File: config.mk
export PLATFORM = sky130hd
export DESIGN_NAME = task1
export DESIGN_NICKNAME = d
export VERILOG_FILES = /design/src/rtl/task1_pkg.sv /design/src/rtl/task1_en_register.sv /design/src/rtl/task1.sv
export SDC_FILE = /design/constraint.sdc
export NUM_CORES = 1
export LEC_CHECK = 0
export ABC_AREA = 1
export CORE_ASPECT_RATIO = 1.5
export CORE_MARGIN = 3
export CORE_UTILIZATION = 44
export DETAILED_ROUTE_END_ITERATION = 7
export PLACE_DENSITY = 0.7
export RECOVER_POWER = 50
export SYNTH_ARGS = -nofsm -noshare
export SYNTH_HDL_FRONTEND = slang
export SYNTH_SLANG_ARGS = --single-unit
File: constraint.sdc
create_clock -name i_w_clk -period 5.45 [get_ports i_w_clk]
set_input_delay 1.09 -clock i_w_clk [delete_from_list [all_inputs] [get_ports i_w_clk]]
set_output_delay 1.09 -clock i_w_clk [all_outputs]
set_load 0.005 [all_outputs]
File: src/rtl/task1_pkg.sv
// Shared constants for the task1 operand/multiply datapath.
// No logic lives here.
package task1_pkg;

  localparam int DEFAULT_DATA_WIDTH = 8;

endpackage

File: src/rtl/task1_en_register.sv
// Load-enabled register, cleared to zero by asynchronous active-high reset.
// Latency: one clock from en to q; no backpressure (plain storage element).
module en_register
  import task1_pkg::*;
#(
  parameter int WIDTH = DEFAULT_DATA_WIDTH
) (
  input  logic             clk,
  input  logic             rst,
  input  logic             en,
  input  logic [WIDTH-1:0] d,
  output logic [WIDTH-1:0] q
);

  always_ff @(posedge clk or posedge rst) begin
    if (rst) begin
      q <= '0;
    end else if (en) begin
      q <= d;
    end
  end

endmodule

File: src/rtl/task1.sv
// Stores two operands, multiplies them into a result register, and shows the result when display is high.
// Latency: product visible one edge after multiply, display is combinational; no backpressure (strobe driven).
module task1
  import task1_pkg::*;
#(
  parameter int p_data_width = DEFAULT_DATA_WIDTH
) (
  input  logic                      i_w_clk,
  input  logic                      i_w_reset,
  input  logic [p_data_width-1:0]   i_w_a,
  input  logic [p_data_width-1:0]   i_w_b,
  input  logic                      i_w_write,
  input  logic                      i_w_multiply,
  input  logic                      i_w_display,
  output logic [2*p_data_width-1:0] o_w_out
);

  localparam int W = p_data_width;

  logic [W-1:0]   r_a;
  logic [W-1:0]   r_b;
  logic [2*W-1:0] r_prod;
  logic [2*W-1:0] prod_nxt;

  en_register #(.WIDTH(W)) u_reg_a (
    .clk (i_w_clk),
    .rst (i_w_reset),
    .en  (i_w_write),
    .d   (i_w_a),
    .q   (r_a)
  );

  en_register #(.WIDTH(W)) u_reg_b (
    .clk (i_w_clk),
    .rst (i_w_reset),
    .en  (i_w_write),
    .d   (i_w_b),
    .q   (r_b)
  );

  // Operands are widened first so the full 2W-bit product is kept; the
  // multiply reads the registered operands, so a same-edge write is not seen.
  assign prod_nxt = {{W{1'b0}}, r_a} * {{W{1'b0}}, r_b};

  en_register #(.WIDTH(2*W)) u_reg_prod (
    .clk (i_w_clk),
    .rst (i_w_reset),
    .en  (i_w_multiply),
    .d   (prod_nxt),
    .q   (r_prod)
  );

  assign o_w_out = i_w_display ? r_prod : '0;

endmodule

; Yosys cells after proc, flatten, opt, wreduce, memory -nomap -nowiden
; Index checks and enable logic that the tools add are counted.
[op_classes]
n_mul = 1
mux = 1
[ops]
columns = cell, n
row1 = multiplier 8 x 8 -> 16 bit, 1
row2 = 2-to-1 mux 16 bit, 1
[word_totals]
reg_bits = 32
in_bits = 21
out_inout_bits = 16
word_cells = 5

; Logic depth before layout (Yosys ltp)
; Gate-level depths: netlist of run 1.
[depth]
depth_word = 1
ltp_mapped = 21
ltp_nobuf = 20

; By module
; Synthesis of run 1 repeated with hierarchy kept, for this count alone.
[hier_totals]
hier_cells = 548
hier_area_um2 = 3796.1
[modules_own_cells]
columns = mod, n_inst, cells_per_inst, area_each_um2
row1 = task1, 1, 409, 2529.9
row2 = en_register at u_reg_prod, 1, 69, 648.1
row3 = en_register at u_reg_a ..., 2, 35, 309.0

; Worst setup path before layout of run 1
; OpenSTA, ideal clock, no wires.
[synth_path]
path_type = register to register
start = register u_reg_b.q[7]
end = register u_reg_prod.q[15]
setup_ns = 0.117
arrival_time_ns = 3.787
setup_slack_ns = 1.546
path_stages_with_launch = 19
path_buffers = 1
path_cell_list = dfrtp_1 clkbuf_1 nand2_1 fa_1 fa_1 inv_1 fa_1 inv_1 fa_1 inv_1 ha_1 nand2_2 nor2_2 and2_1 nand2_1 nand3_1 nand2_1 nand3_1 nand2_1
[synth_via]
elab_chain_len = 1
[synth_lines]
columns = item, line
row1 = start: declaration, task1_en_register.sv:12  ; output logic [WIDTH-1:0] q
row2 = start signal: assignment, task1_en_register.sv:17  ; q <= '0;
row3 = start signal: assignment, task1_en_register.sv:19  ; q <= d;
row4 = multiplier 8 x 8 -> 16 bit, task1.sv:43  ; assign prod_nxt = {{W{1'b0}}, r_a} * {{W{1'b0}}, r_b};
row5 = end signal: assignment, task1_en_register.sv:17
row6 = end signal: assignment, task1_en_register.sv:19
row7 = end: declaration, task1_en_register.sv:12
; Every way passes these cells.
; A chain may end at the register's enable or synchronous reset.

; Worst setup path in the final report of run 1
; Ends and elaborated chain as after synthesis.

==> reports/metrics.yaml, run 1 <==
run_status:
  outcome: "finished with violations"
  violations: "capacitance limit, slew limit"
logic_synthesis:
  yosysWarnings: 0
  synth_area_um2: 3690
  synth.distinct_cells: 26
  synth_area_per_cell_um2: 7.35
  synth-seq-area-share: 0.217
  postSynthNetCount: 595
  synth-seq-cells: 32
  syn_inst: 502
global_routing:
  grt_usage: 0.168
  antenna_found_initial: 0
  overflow: 0
  grt_pass1_vias: 2856
  grt_pass1_wl_mm: 12.8
  grt_max_degree: 33
timing:
  rsz0062_at_grt: "false"
  setup_viol: 0
  fmax_mhz: 247
  holdWs_ps: 474
  drv_slew: 33
  min_period_ps: 4050
  hold_viol_final: 0
  relSlewSlack: -0.139
  setup_tns_ps: 0
  period_share: 0.743
  fin_ws_ps: 1400
  worst_pin_slew_ps: 1710
  skew_ps: 3.43
power_and_ir_drop:
  powerDensity_nw_per_um2: 471
  p_sw_uw: 941
  internal_power_mw: 1.06
  p_total_mw: 2.00
  pwr-share-comb: 0.658
  switching_share: 0.469
  vdd_drop_max_mv: 0.206
  p_leak_nw: 2.65
  pwr-share-clk: 0.163
  seq_power_share: 0.179
drt:
  firstDrtPassIters: 4
  drt_iter0_markers: 110
  vias_per_cell: 4.62
  drt-total-wl_mm: 7.29
  postRouteAntennaNets: 0
  route.detailed.wl_per_inst_um: 11.6
  vias: 2906
  drc_errors: 0
placement:
  io_buffers: 36
  hpwl_mm: 5.98
  pre_cts_ws_ps: 1400
  gp_congestion: 0.874
cells_and_area:
  drive_above_1_share: 0.0534
  num-fill-cells: 803
  diodes: 0
  final_common_cell: "nand2_1"
  num-nets-final: 616
  syn_to_final_growth_pct: 15.4
  fin_util: 0.525
  final_cell_mix: "nand2_1, inv_1, fa_1, ha_1, clkdlybuf4s50_1"
clocking:
  clk_pin_slew_ps: 60
  postCtsResizedCells: 0
  cts.path.max_buffers: 2
  cts_setup_buffers: 0
  cts.sinks: 32
  htree_levels: 2
  clock_latency_ps: 280
  cts_tree: "done"
  numCtsBuffers: 5
  root_buffer: "clkbuf_16"
  hold_buffers: 0
worst_setup_path:
  critPathKind: "flop to flop"
  worstPathArrival_ps: 4220
  critPathLaunchType: "flop"
  slowest_stage: "fa_1"
  cp_slowest_stage_delay_ps: 540
  r2r_cells: 17
  worstPathMaxFanout: 9
  crit_path_end_kind: "flop"
  path_cells: "nand2_1 > fa_1 > fa_1 > inv_1 > fa_1 > inv_1 > fa_1 > inv_1 > ha_1 > nand2_2 > nor2_2 > and2_1 > nand2_1 > nand3_1 > nand2_1 > nand3_1 > nand2_1"
  worstPathRequired_ps: 5620
floorplan:
  core_area_um2: 8110
  rows: 40
  die_h_um: 118
  fp.dieW_um: 80.8
  pin_count: 37
  die_area_um2: 9540
  start_util: 0.455
worst_hold_path:
  holdCritPathClass: "flop to flop"
  whs_path_depth: 2
job:
  drv_cap: 1
-- cells in the mapped netlist --
library cell    n  area share
a21oi_1         4      0.0054
and2_1          1      0.0017
buf_2           3      0.0041
buf_4           1      0.0020
clkbuf_1       19       0.019
dfrtp_1        32        0.22
fa_1           36        0.20
ha_1           36        0.12
inv_1         142        0.14
mux2_2         14       0.043
nand2_1       164        0.17
nand2_2         2      0.0034
nand3_1        16       0.022
nand3_2         2      0.0054
nand3b_1        1      0.0020
nand4_1         5      0.0085
nor2_1          7      0.0071
nor2_2          1      0.0017
nor3_1          1      0.0014
nor3_2          1      0.0027
o21ai_0         6      0.0081
o21ai_1         1      0.0014
o31ai_1         1      0.0020
or2_1           1      0.0017
xnor2_1         3      0.0071
xor2_1          2      0.0047
-- power by group through the flow --
stage | clock network (mW) | registers [mW] | logic [mW]
floorplan | 0 | 0.328 | 1.06
global placement | 0 | 0.360 | 1.29
detailed placement | 0 | 0.363 | 1.32
CTS | 0.330 | 0.359 | 1.33
global route | 0.343 | 0.371 | 1.56
finish | 0.326 | 0.359 | 1.32
-- metrics by stage --
| stage | std cells | cell area (µm²) |
|---|---|---|
| 2_1_floorplan | 502 | 3690 |
| 3_3_place_gp | 621 | 4100 |
| 6_report | 629 | 4260 |
| 4_1_cts | 629 | 4260 |
| 3_5_place_dp | 621 | 4100 |
| 5_1_grt | 629 | 4260 |
-- registers in the layout (all words and copies together), names as in the netlist --
register / count
u_reg_a.q: 8
u_reg_b.q: 8
u_reg_prod.q: 16
-- routing by layer --
metal	up-vias	GRT usage	wire, µm	part of all wire
li1	1488	-	-	-
met1	1332	0.206	2990	0.41
met2	69	0.295	3840	0.53
met3	17	0.0221	272	0.037
met4	0	0.0624	186	0.026
met5	-	0	0	0
-- cell type report --
type / instances / area, µm² / area share
clock buffer: 5 / 125 / 0.0294
clock inverter: 3 / 42.5 / 0.00999
inverter: 142 / 533 / 0.125
multi-input combinational: 305 / 2260 / 0.531
sequential: 32 / 801 / 0.188
tap: 105 / 131 / 0.0308
timing repair buffer: 37 / 364 / 0.0855
-- cells by family after synthesis --
| family | count (synthesis) | synth area share |
|---|---|---|
| buffers and inverters | 165 | 0.170 |
| adders and majority gates | 72 | 0.317 |
| DFF | 32 | 0.217 |
| AOI/OAI and AO/OA | 12 | 0.0170 |
| muxes | 14 | 0.0427 |
| xor gates and xnor gates | 5 | 0.0119 |
| and+or+nand+nor | 202 | 0.224 |
-- critical path: cells and delay by family (launching register included) --
kind,cells,cell delay [ps]
buffers and inverters,3,140
adder cells (fa/ha/maj),5,2470
flip-flops,1,520
AND/OR/NAND/NOR,9,800
-- path summary, 6_finish.rpt --
path / startpoint / to / slack (ps)
worst max-delay path: u_reg_b.q[7]$_DFFE_PP0P_ / u_reg_prod.q[15]$_DFFE_PP0P_ / 1400
worst min-delay path: u_reg_prod.q[3]$_DFFE_PP0P_ / u_reg_prod.q[3]$_DFFE_PP0P_ / 470
worst max register to register: u_reg_b.q[7]$_DFFE_PP0P_ / u_reg_prod.q[15]$_DFFE_PP0P_ / 1400
worst min register to register: u_reg_prod.q[3]$_DFFE_PP0P_ / u_reg_prod.q[3]$_DFFE_PP0P_ / 470
max in group asynchronous: i_w_reset / u_reg_b.q[5]$_DFFE_PP0P_ / 2610
min in group asynchronous: i_w_reset / u_reg_prod.q[4]$_DFFE_PP0P_ / 1850
Note: power is estimated with default switching activity, not from simulation.
==> run 2: changes to the inputs <==
PLACE_DENSITY = 0.73   (was 0.7)
clock period = 3.4 ns   (was 5.45 ns; I/O delays follow)
==> run 2 against run 1 <==
  * The run ends with capacitance limit, slew limit, setup timing left
  * Sequential cell count unchanged
  * Sequential share of layout area decreased by 2.3 points
  * Via count increased by 8.9%
  * Critical path depth up 1
  * Combinational power rose to 2.6 times the previous value
  * Clock power increased by 61%
  * Critical path type unchanged
==> reports/metrics.yaml, run 2 (synthesis results as in run 1) <==
floorplan:
  core_area_um2: 8110  # unchanged
  rows: 40  # unchanged
  die_h_um: 118  # unchanged
  fp.dieW_um: 80.8  # unchanged
  die_area_um2: 9540  # unchanged
  pin_count: 37  # unchanged
  start_util: 0.455  # unchanged
cells_and_area:
  drive_above_1_share: 0.247  # +0.194
  regMostFlops: "u_reg_prod.q"
  stdcell_area_um2: 4930  # +16%
  final_common_cell: "nand2_1"
  reg.largest.list: "u_reg_prod.q x16, u_reg_a.q x8, u_reg_b.q x8"
  diodes: 0  # unchanged
  final_cell_mix: "nand2_1, inv_1, clkdlybuf4s50_1, buf_4, fa_1"
  largest_register_ff_count: 16  # unchanged
  num-nets-final: 658  # +6.8%
  syn_to_final_growth_pct: 33.7
  fin_util: 0.608  # +0.0832
  stdcell_count: 671  # +6.7%
placement:
  place_area_um2: 4400  # +7.5%
  io_buffers: 36  # unchanged
  hpwl_mm: 6.38  # +6.6%
  gp_congestion: 0.879  # +0.47%
  dp_cells: 654  # +5.3%
drt:
  highest_layer: "met4"
  drt_iter0_markers: 114  # +3.6%
  wl_met1_mm: 3.22  # +7.6%
  route.detailed.wl_per_inst_um: 13.0  # +12%
  met2WireLength_mm: 4.89  # +27%
  vias: 3166  # +8.9%
  firstDrtPassIters: 5  # +1
  postRouteAntennaNets: 0  # unchanged
  drt-total-wl_mm: 8.71  # +19%
  drc_errors: 0  # unchanged
  met3WireLength_um: 252  # -7.4%
  vias_per_cell: 4.72  # +2.1%
timing:
  worst_pin_slew_ps: 1700  # -10.6 ps
  skew_ps: 4.57  # +1.15 ps
  setup_viol: 10  # +10
  fin_ws_ps: -399  # -1800 ps
  period_share: 1.12  # +0.374
  drv_slew: 33  # unchanged
  fmax_mhz: 263  # +6.6%
  relSlewSlack: -0.132  # +0.00708
  hold_viol_final: 0  # unchanged
  min_period_ps: 3800  # -251 ps
  rsz0062_at_grt: "true"
power_and_ir_drop:
  p_leak_nw: 2.91  # +9.7%
  vdd_drop_max_mv: 0.535  # +160%
  powerDensity_nw_per_um2: 924  # +96%
clocking:
  numCtsBuffers: 5  # unchanged
  cts.sinks: 32  # unchanged
  root_buffer: "clkbuf_16"
  clock_latency_ps: 280  # about the same
  htree_levels: 2  # unchanged
  clk_pin_slew_ps: 60  # about the same
  cts_tree: "done"
  cts.path.max_buffers: 2  # unchanged
  hold_buffers: 0  # unchanged
worst_hold_path:
  worstHoldStart: "u_reg_prod.q[9]$_DFFE_PP0P_"
  holdCritPathClass: "flop to flop"
worst_setup_path:
  startpoint: "u_reg_a.q[3]$_DFFE_PP0P_"
  timing.rr.start: "u_reg_a.q[3]$_DFFE_PP0P_"
  worstPathArrival_ps: 3960  # -260 ps
  worstPathMaxFanout: 6  # -3
  crit_path_end_kind: "flop"
  critPathLaunchType: "flop"
  critPathKind: "flop to flop"
  worstPathRequired_ps: 3560  # -2060 ps
global_routing:
  grt_usage: 0.188  # +0.0197
  antenna_found_initial: 0  # unchanged
  overflow: 0  # unchanged
  grt_pass1_wl_mm: 14.1  # +10%
  grt_max_degree: 33  # unchanged
  grt_pass1_vias: 3295  # +15%
run_status:
  violations: "capacitance limit, slew limit, setup timing"
  outcome: "finished with violations"
job:
  drv_cap: 1  # unchanged
==> run 2: changes by cell type in the layout (fill, tap and decap cells not counted), sizes merged <==
cell  before  now
buf        0   42
==> run 2: stage by stage <==
step	worst slack, ps	setup TNS (ps)	hold WS (ps)	power, mW
detailed placement	-415	-3470	466	3.21
global route	-571	-4580	486	4.97
finish	-399	-2970	467	4.56
floorplan	-210	-1370	442	2.43
CTS	-337	-2660	473	4.07
global placement	-340	-2760	454	3.14
==> run 2: layout make-up <==
cell class / instances / area (µm²)
multi-input combinational: 305 / 2580
inverter: 142 / 533
tap: 105 / 131
timing repair buffer: 79 / 709
sequential: 32 / 813
clock inverter: 3 / 42.5
fill: 702 / 3170
clock buffer: 5 / 125
==> run 2: final timing paths <==
kind                            slack (ps)                           end  cells after the start
worst min-delay path                   470   u_reg_prod.q[9]$_DFFE_PP0P_                      2
worst max-delay path                  -400  u_reg_prod.q[13]$_DFFE_PP0P_                     18
max in group asynchronous              860      u_reg_b.q[5]$_DFFE_PP0P_                      3
worst min register to register         470   u_reg_prod.q[9]$_DFFE_PP0P_                      2
worst max register to register        -400  u_reg_prod.q[13]$_DFFE_PP0P_                     18
min in group asynchronous             1430   u_reg_prod.q[2]$_DFFE_PP0P_                      3
==> run 2: critical path, stage by stage (launching register included) <==
cell and delay, ps:
dfrtp_2 480, nand2_2 80, inv_2 40, fa_1 520
inv_1 50, fa_1 470, inv_1 50, fa_1 470
inv_1 50, fa_1 500, inv_2 50, ha_4 310
nand2_4 90, nor2_1 120, nand3_1 140, nand3_2 100
nand2_1 50, nand3_1 60, nand2_1 70
==> run 2: what timing repair did <==
action | 4_1_cts | 5_1_grt
gates resized for setup | 32 | 53
cloned | 0 | 0
setup buffers | 5 | 6
setup endpoints to repair | 11 | 11
pin swaps | 19 | 32
==> run 2: routing by layer <==
metal / GRT usage / vias up
met3: 0.0290 / 31
li1: - / 1570
met2: 0.349 / 76
met5: 0 / -
met1: 0.194 / 1489
met4: 0.0994 / 0
==> run 2: power breakdown <==
part	internal, mW	total, mW	switching (mW)	leakage, nW
combinational	1.59	3.47	1.88	2.45
clock	0.344	0.524	0.180	0.0798
sequential	0.489	0.563	0.0745	0.377
total	2.42	4.56	2.14	2.91
==> run 3: changes to the inputs <==
CTS_BUF_LIST = sky130_fd_sc_hd__clkbuf_8   (was default)
PLACE_DENSITY = default   (was 0.73)
PLACE_DENSITY_LB_ADDON = 0.25   (was default)
==> run 3 against run 2 <==
  * The run still ends with capacitance limit, slew limit, setup timing left
  * Sequential cell count unchanged
  * Maximum frequency up 1.1%
  * Total power down 7.7%
  * Critical path depth unchanged
  * Via count down 2.0%
  * Routed wire length down 13%
  * Combinational power down 5%
  * Sequential share of layout area up 0.25 points
  * Critical path type unchanged
  * Critical endpoint is now u_reg_prod.q[12]$_DFFE_PP0P_
  * Largest power group unchanged
==> reports/metrics.yaml, run 3 (synthesis results as in run 1) <==
run_status:
  outcome: "finished with violations"
  violations: "capacitance limit, slew limit, setup timing"
floorplan:
  start_util: 0.455  # unchanged
  die_h_um: 118  # unchanged
  rows: 40  # unchanged
  die_area_um2: 9540  # unchanged
  pin_count: 37  # unchanged
  core_area_um2: 8110  # unchanged
  fp.dieW_um: 80.8  # unchanged
timing:
  fmax_mhz: 266  # +1.1%
  drv_slew: 33  # unchanged
  period_share: 1.10  # -0.0123
  holdWs_ps: 479  # +11.3 ps
  relSlewSlack: -0.127  # +0.00445
  skew_ps: 6.73  # +2.16 ps
  min_period_ps: 3760  # -41.9 ps
  setup_tns_ps: -2780  # +187 ps
  hold_viol_final: 0  # unchanged
  fin_ws_ps: -357  # +41.9 ps
  rsz0062_at_grt: "true"
  worst_pin_slew_ps: 1690  # -6.67 ps
  setup_viol: 9  # -1
drt:
  vias_per_cell: 4.62  # -2.1%
  route.detailed.wl_per_inst_um: 11.3  # -13%
  drt-total-wl_mm: 7.60  # -13%
  firstDrtPassIters: 4  # -1
  drc_errors: 0  # unchanged
  postRouteAntennaNets: 0  # unchanged
  vias: 3104  # -2.0%
  drt_iter0_markers: 93  # -18%
placement:
  io_buffers: 36  # unchanged
  place_area_um2: 4420  # +0.34%
  gp_congestion: 0.891  # +1.4%
  hpwl_mm: 6.19  # -2.9%
  pre_cts_ws_ps: -458  # -43.6 ps
power_and_ir_drop:
  p_total_mw: 4.21  # -7.7%
  vdd_drop_max_mv: 0.547  # +2.3%
  powerDensity_nw_per_um2: 869  # -6.0%
  p_leak_nw: 2.90  # -0.42%
job:
  drv_cap: 1  # unchanged
clocking:
  cts.sinks: 32  # unchanged
  cts.path.max_buffers: 2  # unchanged
  root_buffer: "clkbuf_8"
  htree_levels: 2  # unchanged
  clock_latency_ps: 290  # about the same
  hold_buffers: 0  # unchanged
  numCtsBuffers: 5  # unchanged
  clk_pin_slew_ps: 70  # about the same
  cts_tree: "done"
cells_and_area:
  final_common_cell: "nand2_1"
  num-nets-final: 659  # +0.15%
  largest_register_ff_count: 16  # unchanged
  syn_to_final_growth_pct: 31.3
  stdcell_area_um2: 4840  # -1.8%
  reg.largest.list: "u_reg_prod.q x16, u_reg_a.q x8, u_reg_b.q x8"
  final_cell_mix: "nand2_1, inv_1, buf_4"
  regMostFlops: "u_reg_prod.q"
  drive_above_1_share: 0.249  # +0.00133
  diodes: 0  # unchanged
worst_setup_path:
  worstPathArrival_ps: 3940  # -20 ps
  worstPathRequired_ps: 3580  # +20 ps
  critPathKind: "flop to flop"
  critPathLaunchType: "flop"
  worstPathMaxFanout: 5  # -1
  crit_path_end_kind: "flop"
global_routing:
  grt_max_degree: 33  # unchanged
  grt_pass1_wl_mm: 13.9  # -1.6%
  overflow: 0  # unchanged
  antenna_found_initial: 0  # unchanged
  grt_pass1_vias: 3282  # -0.39%
  grt_usage: 0.182  # -0.00608
worst_hold_path:
  holdCritPathClass: "flop to flop"
## run 3: cell count changes in the layout (fill, tap and decap cells not counted), sizes merged
cell / before / now
clkinvlp: 1 / 0
buf: 42 / 43
inv: 142 / 143
## run 3: metrics by stage
| step | utilization | instances |
|---|---|---|
| floorplan | - | 502 |
| global placement | 0.545 | 656 |
| detailed placement | 0.545 | 656 |
| CTS | 0.580 | 670 |
| global route | 0.597 | 672 |
| finish | 0.597 | 672 |
## run 3: layout make-up
type / count / area, µm²
fill: 751 / 3260
multi-input combinational: 305 / 2550
sequential: 32 / 811
timing repair buffer: 80 / 706
inverter: 142 / 533
tap: 105 / 131
clock buffer: 5 / 68.8
clock inverter: 3 / 38.8
## run 3: metal layers
layer,global-route usage,part of all wire,vias to the layer above
met5,0,0,-
met4,0.0655,0.036,0
met3,0.0313,0.025,21
met2,0.344,0.53,53
met1,0.194,0.40,1461
li1,-,-,1569
## run 3: what timing repair did
item,in CTS,in global routing
buffers inserted,6,2
hold endpoints to repair,0,0
gates resized for setup,40,43
pin swaps,16,22
setup endpoints to repair,11,11
## run 3: worst max-delay path: stages, from the launching register on
cell	delay, ps
dfrtp_2	460
nand2_2	90
inv_2	40
fa_1	540
inv_2	40
fa_1	480
inv_1	50
fa_1	470
inv_1	50
fa_1	490
inv_2	50
ha_4	300
nand2_2	100
nor2_2	110
nand3_1	120
nand3_1	100
nand2_1	50
nand3_1	60
nand2_1	60
## run 3: path summary, 6_finish.rpt
kind                       slack, ps  cells after the start                            to                   startpoint
hold / removal                   480                      2   u_reg_prod.q[1]$_DFFE_PP0P_  u_reg_prod.q[1]$_DFFE_PP0P_
setup reg to reg                -360                     18  u_reg_prod.q[12]$_DFFE_PP0P_     u_reg_b.q[2]$_DFFE_PP0P_
min in group asynchronous       1420                      3   u_reg_prod.q[3]$_DFFE_PP0P_                    i_w_reset
hold reg to reg                  480                      2   u_reg_prod.q[1]$_DFFE_PP0P_  u_reg_prod.q[1]$_DFFE_PP0P_
setup / recovery                -360                     18  u_reg_prod.q[12]$_DFFE_PP0P_     u_reg_b.q[2]$_DFFE_PP0P_
max in group asynchronous        870                      3      u_reg_a.q[4]$_DFFE_PP0P_                    i_w_reset
## run 3: report_power, final
part	switching (mW)	total [mW]	internal [mW]
Combinational	1.74	3.28	1.54
Sequential	0.0742	0.562	0.487
Clock	0.152	0.366	0.214
Total	1.97	4.21	2.24
==> RTL edit 1, RTL diff (config.mk and constraints of run 3) <==
`DEFAULT_DATA_WIDTH`: 8 -> 12.
--- a/src/rtl/task1_pkg.sv
+++ b/src/rtl/task1_pkg.sv
@@ -2,7 +2,7 @@
 // No logic lives here.
 package task1_pkg;
 
-  localparam int DEFAULT_DATA_WIDTH = 8;
+  localparam int DEFAULT_DATA_WIDTH = 12;
 
 endpackage
 
Ports: changed (resized i_w_a, i_w_b and o_w_out); port bits go from 37 to 53. The function was not compared with the original's and may differ.
==> RTL edit 1 against run 3 <==
  * The run still ends with max-capacitance violations, max-slew violations, negative setup slack left
  * Sequential share of layout area down 3.6 points
  * Synthesized cell count increased by 82%
  * Die area grew 83%
  * Design area up 92%
  * Setup slack worse by 710 ps
  * Sequential cell count rose by 16
  * Area after synthesis increased by 90%
  * Wire length increased by 130%
  * Critical path type unchanged
Power is not shown: default switching activity piles up to over one toggle a cycle in this logic, so the estimate is an artifact.
==> RTL edit 1: results (changes against run 3) <==
| Metric | Value |
|---|---|
| Via count of the routed design | 5,850 (+88%) |
| Instance area after placement | 8530 sq um (+93%) |
| Setup violations, final | 19 (+10) |
| Syn_nets | 1,103 (+85%) |
| Register area share after synthesis | 17.2% (-4.6 points) |
| Estimated wirelength of the detail-placed design | 14,100 microns (+130%) |
| Final setup slack of the worst path | -1070 ps (-714 ps) |
| Post-CTS resize count | 105 (+160%) |
| Worst endpoint data arrival time | 4680 ps (+740 ps) |
| Max Clock Skew | 15.7 ps (+9.00 ps) |
| Outcome | complete, but fails checks |
| Total global-route track usage | 21.0% (+2.8 points) |
| Clock network latency to the later pin of the worst-skew pair | 320 ps (+30 ps) |
| Iter 0 DRT Violations | 199 (+110%) |
| Launch point of the worst path | u_reg_b.q[6]$_DFFE_PP0P_ |
| Cell types with the highest counts after synthesis | sky130_fd_sc_hd__nand2_1 (296), sky130_fd_sc_hd__inv_1 (248), sky130_fd_sc_hd__fa_1 (100) |
| Total negative setup slack | -16,170 ps (-13,390 ps) |
| Number of max-capacitance violations reported | 1 (unchanged) |
| End of the worst register-to-register path | u_reg_prod.q[21]$_DFFE_PP0P_ |
| Post-synthesis instance total | 912 (+82%) |
| Port Buffer Count | 52 (+44%) |
| Violations in the final reports | max-capacitance violations, max-slew violations, negative setup slack |
| Count of pins over their slew limit | 27 (-18%) |
| Clock input transition at the sequential cells of the worst setup and hold paths | 110 ps (+40 ps) |
| Hold_ws | 488 ps (+8.74 ps) |
| Hold path endpoint | u_reg_prod.q[16]$_DFFE_PP0P_ |
## RTL edit 1: layout make-up
cell class                      count  area, sq um
Timing Repair Buffer              159         1430
Fill cell                        1333         6050
Inverter                          249          935
Clock inverter                      2         60.1
Tap cell                          199          249
Sequential cell                    48         1220
Multi-Input combinational cell    582         5340
Clock buffer                        5         68.8
## RTL edit 1: metal layers
metal  share of wire (%)  up-vias  track usage (%)  wire length, microns
met4                 2.2        0             5.28                   379
li1                    -     2892                -                     -
met5                   0        -                0                     0
met1                  41     2853             26.2                  7210
met2                  54       83             38.4                  9340
met3                 2.9       22             1.89                   512
## RTL edit 1: kinds of logic (layout without fill, tap and decap cells)
group / Yosys count / in the layout / synth area share [%]
xor gates and xnor gates: 10 / 10 / 1.25
and+or+nand+nor: 357 / 357 / 20.7
DFF: 48 / 48 / 17.2
adders and majority gates: 162 / 162 / 39.7
buffers and inverters: 282 / 415 / 15.3
AOI/OAI and AO/OA: 31 / 31 / 2.39
muxes: 22 / 22 / 3.54
==> RTL edit 2, RTL diff (config.mk and constraints of run 3) <==
Made on the original files. Put a register stage on the output `o_w_out`. The value now appears one clock later.
--- a/src/rtl/task1.sv
+++ b/src/rtl/task1.sv
@@ -50,7 +50,9 @@
     .q   (r_prod)
   );
 
-  assign o_w_out = i_w_display ? r_prod : '0;
+  always_ff @(posedge i_w_clk) begin
+      o_w_out <= i_w_display ? r_prod : '0;
+  end
 
 endmodule
 
Function: changed (Yosys sat finds a counterexample within 4 cycles, from zero or initial values and one cycle with i_w_reset high).
==> RTL edit 2 against run 3 <==
  * The run still ends with max-capacitance violations, max-slew violations, negative setup slack left
  * Area after synthesis rose by 8.8%
  * Global-route usage fell by 1.0 points
  * Setup slack improved by 25 ps
  * Sequential cell count rose by 16
  * Total power rose by 5.0%
  * Worst hold slack got worse by 15 ps
  * Design area rose by 6.6%
  * Wire length rose by 7.1%
  * Critical path type unchanged
  * Critical endpoint is now u_reg_prod.q[15]$_DFFE_PP0P_
  * Largest cell class unchanged
  * Largest power group unchanged
==> RTL edit 2: results (changes against run 3) <==
| Metric | Value |
|---|---|
| Outcome | complete, but fails checks |
| Violations in the final reports | max-capacitance violations, max-slew violations, negative setup slack |
| WL per Instance | 11.7 microns (+3.5%) |
| Instance area after placement | 4760 sq um (+7.8%) |
| Met1 GRT Util | 17.8% (-1.6 points) |
| Largest stage delay on the critical path | 520 ps (-20 ps) |
| Pre-CTS setup slack | -441 ps (+17.6 ps) |
| First-pass GRT wire length | 14,500 microns (+4.5%) |
| Register area share after synthesis | 27.9% (+6.2 points) |
| Met3 Routed Length | 225 microns (+17%) |
| Total global-route track usage | 17.1% (-1.0 points) |
| Count of pins over their slew limit | 33 (unchanged) |
| Number of global-route vias before repair | 3,399 (+3.6%) |
| Final cell count without fillers | 696 (+3.6%) |
| Syn_nets | 611 (+2.7%) |
| Synth cell types | 27 (+3.8%) |
| Wl on met1 | 3030 microns (-1.4%) |
| Clock input transition at the sequential cells of the worst setup and hold paths | 90 ps (+20 ps) |
| Max Fanout on Critical Path | 7 (+2) |
| Met2 capacity usage during global routing | 33.4% (-1.0 points) |
| Number of max-capacitance violations reported | 1 (unchanged) |
| Estimated wirelength of the detail-placed design | 6550 microns (+5.9%) |
| Vias per cell | 4.63 (+0.13%) |
| Total instance count after detailed placement | 679 (+3.5%) |
| Clock network latency to the later pin of the worst-skew pair | 310 ps (+20 ps) |
| Post-CTS Setup Inserts | 5 (-1) |
| Largest registers ranked by flip-flop count | o_w_out: 16 flops, u_reg_prod.q: 16 flops |
| Max Clock Skew | 4.21 ps (-2.52 ps) |
| Worst Reg-to-Reg Cells | 19 (+1) |
| Average size of a mapped cell | 7.75 sq um (+5.5%) |
| Total negative setup slack | -2730 ps (+51.0 ps) |
| Worst Tran Pin Value | 1720 ps (+26.2 ps) |
| Final setup slack of the worst path | -332 ps (+24.5 ps) |
| Async set-reset flop share out of synthesis | 66.7% (-33 points) |
| Growth of design area from synthesis to finish | 28.6% |
| Routed wire length on met2 | 4470 microns (+10%) |
| Leakage power of the design | 3.00 nW (+3.7%) |
| Met3 capacity usage during global routing | 2.00% (-1.1 points) |
| Setup violations, final | 10 (+1) |
| Global placement routability congestion | 0.944 (+6.0%) |
| Post-CTS resize count | 28 (-30%) |
==> RTL edit 2: changes by cell type after synthesis, sizes merged <==
cell	run 3	this run
nand2	166	165
xor2	2	1
o21ai	7	8
dfxtp	0	16
a21oi	4	5
==> RTL edit 2: final timing paths <==
path	start	to	slack, ps
min	u_reg_prod.q[7]$_DFFE_PP0P_	o_w_out[7]$_SDFF_PN0_	460
max reg2reg	u_reg_b.q[4]$_DFFE_PP0P_	u_reg_prod.q[15]$_DFFE_PP0P_	-330
max	u_reg_b.q[4]$_DFFE_PP0P_	u_reg_prod.q[15]$_DFFE_PP0P_	-330
max in group asynchronous	i_w_reset	u_reg_b.q[5]$_DFFE_PP0P_	860
min reg2reg	u_reg_prod.q[7]$_DFFE_PP0P_	o_w_out[7]$_SDFF_PN0_	460
min in group asynchronous	i_w_reset	u_reg_prod.q[0]$_DFFE_PP0P_	1430
==> RTL edit 2: worst min-delay path, delay by kind of cell (launching register included) <==
family	cells	cell delay, ps
buffers and inverters	1	40
flip-flops	1	350
AND/OR/NAND/NOR	1	50
==> RTL edit 2: logic make-up after synthesis <==
family,count (synthesis),share of synthesized area (%)
AND/OR/NAND/NOR,201,20.7
multiplexers,14,3.93
flip-flops,48,27.9
buffers and inverters,165,15.6
XOR/XNOR,4,0.873
adder cells (fa/ha/maj),72,29.2
AO/OA/AOI/OAI,14,1.81
==> RTL edit 2: area by class of cell <==
type	instances	area share, %
Multi-Input combinational cell	305	48.8
Sequential cell	48	21.9
Timing Repair Buffer	83	14.0
Tap cell	110	2.66
Clock inverter	2	0.751
Inverter	142	10.3
Clock buffer	6	1.60
==> RTL edit 2: power breakdown <==
part           switching (W)  total, W  internal [W]
registers          0.0000847  0.000803      0.000718
logic                0.00165   0.00317       0.00152
clock network       0.000204  0.000444      0.000241
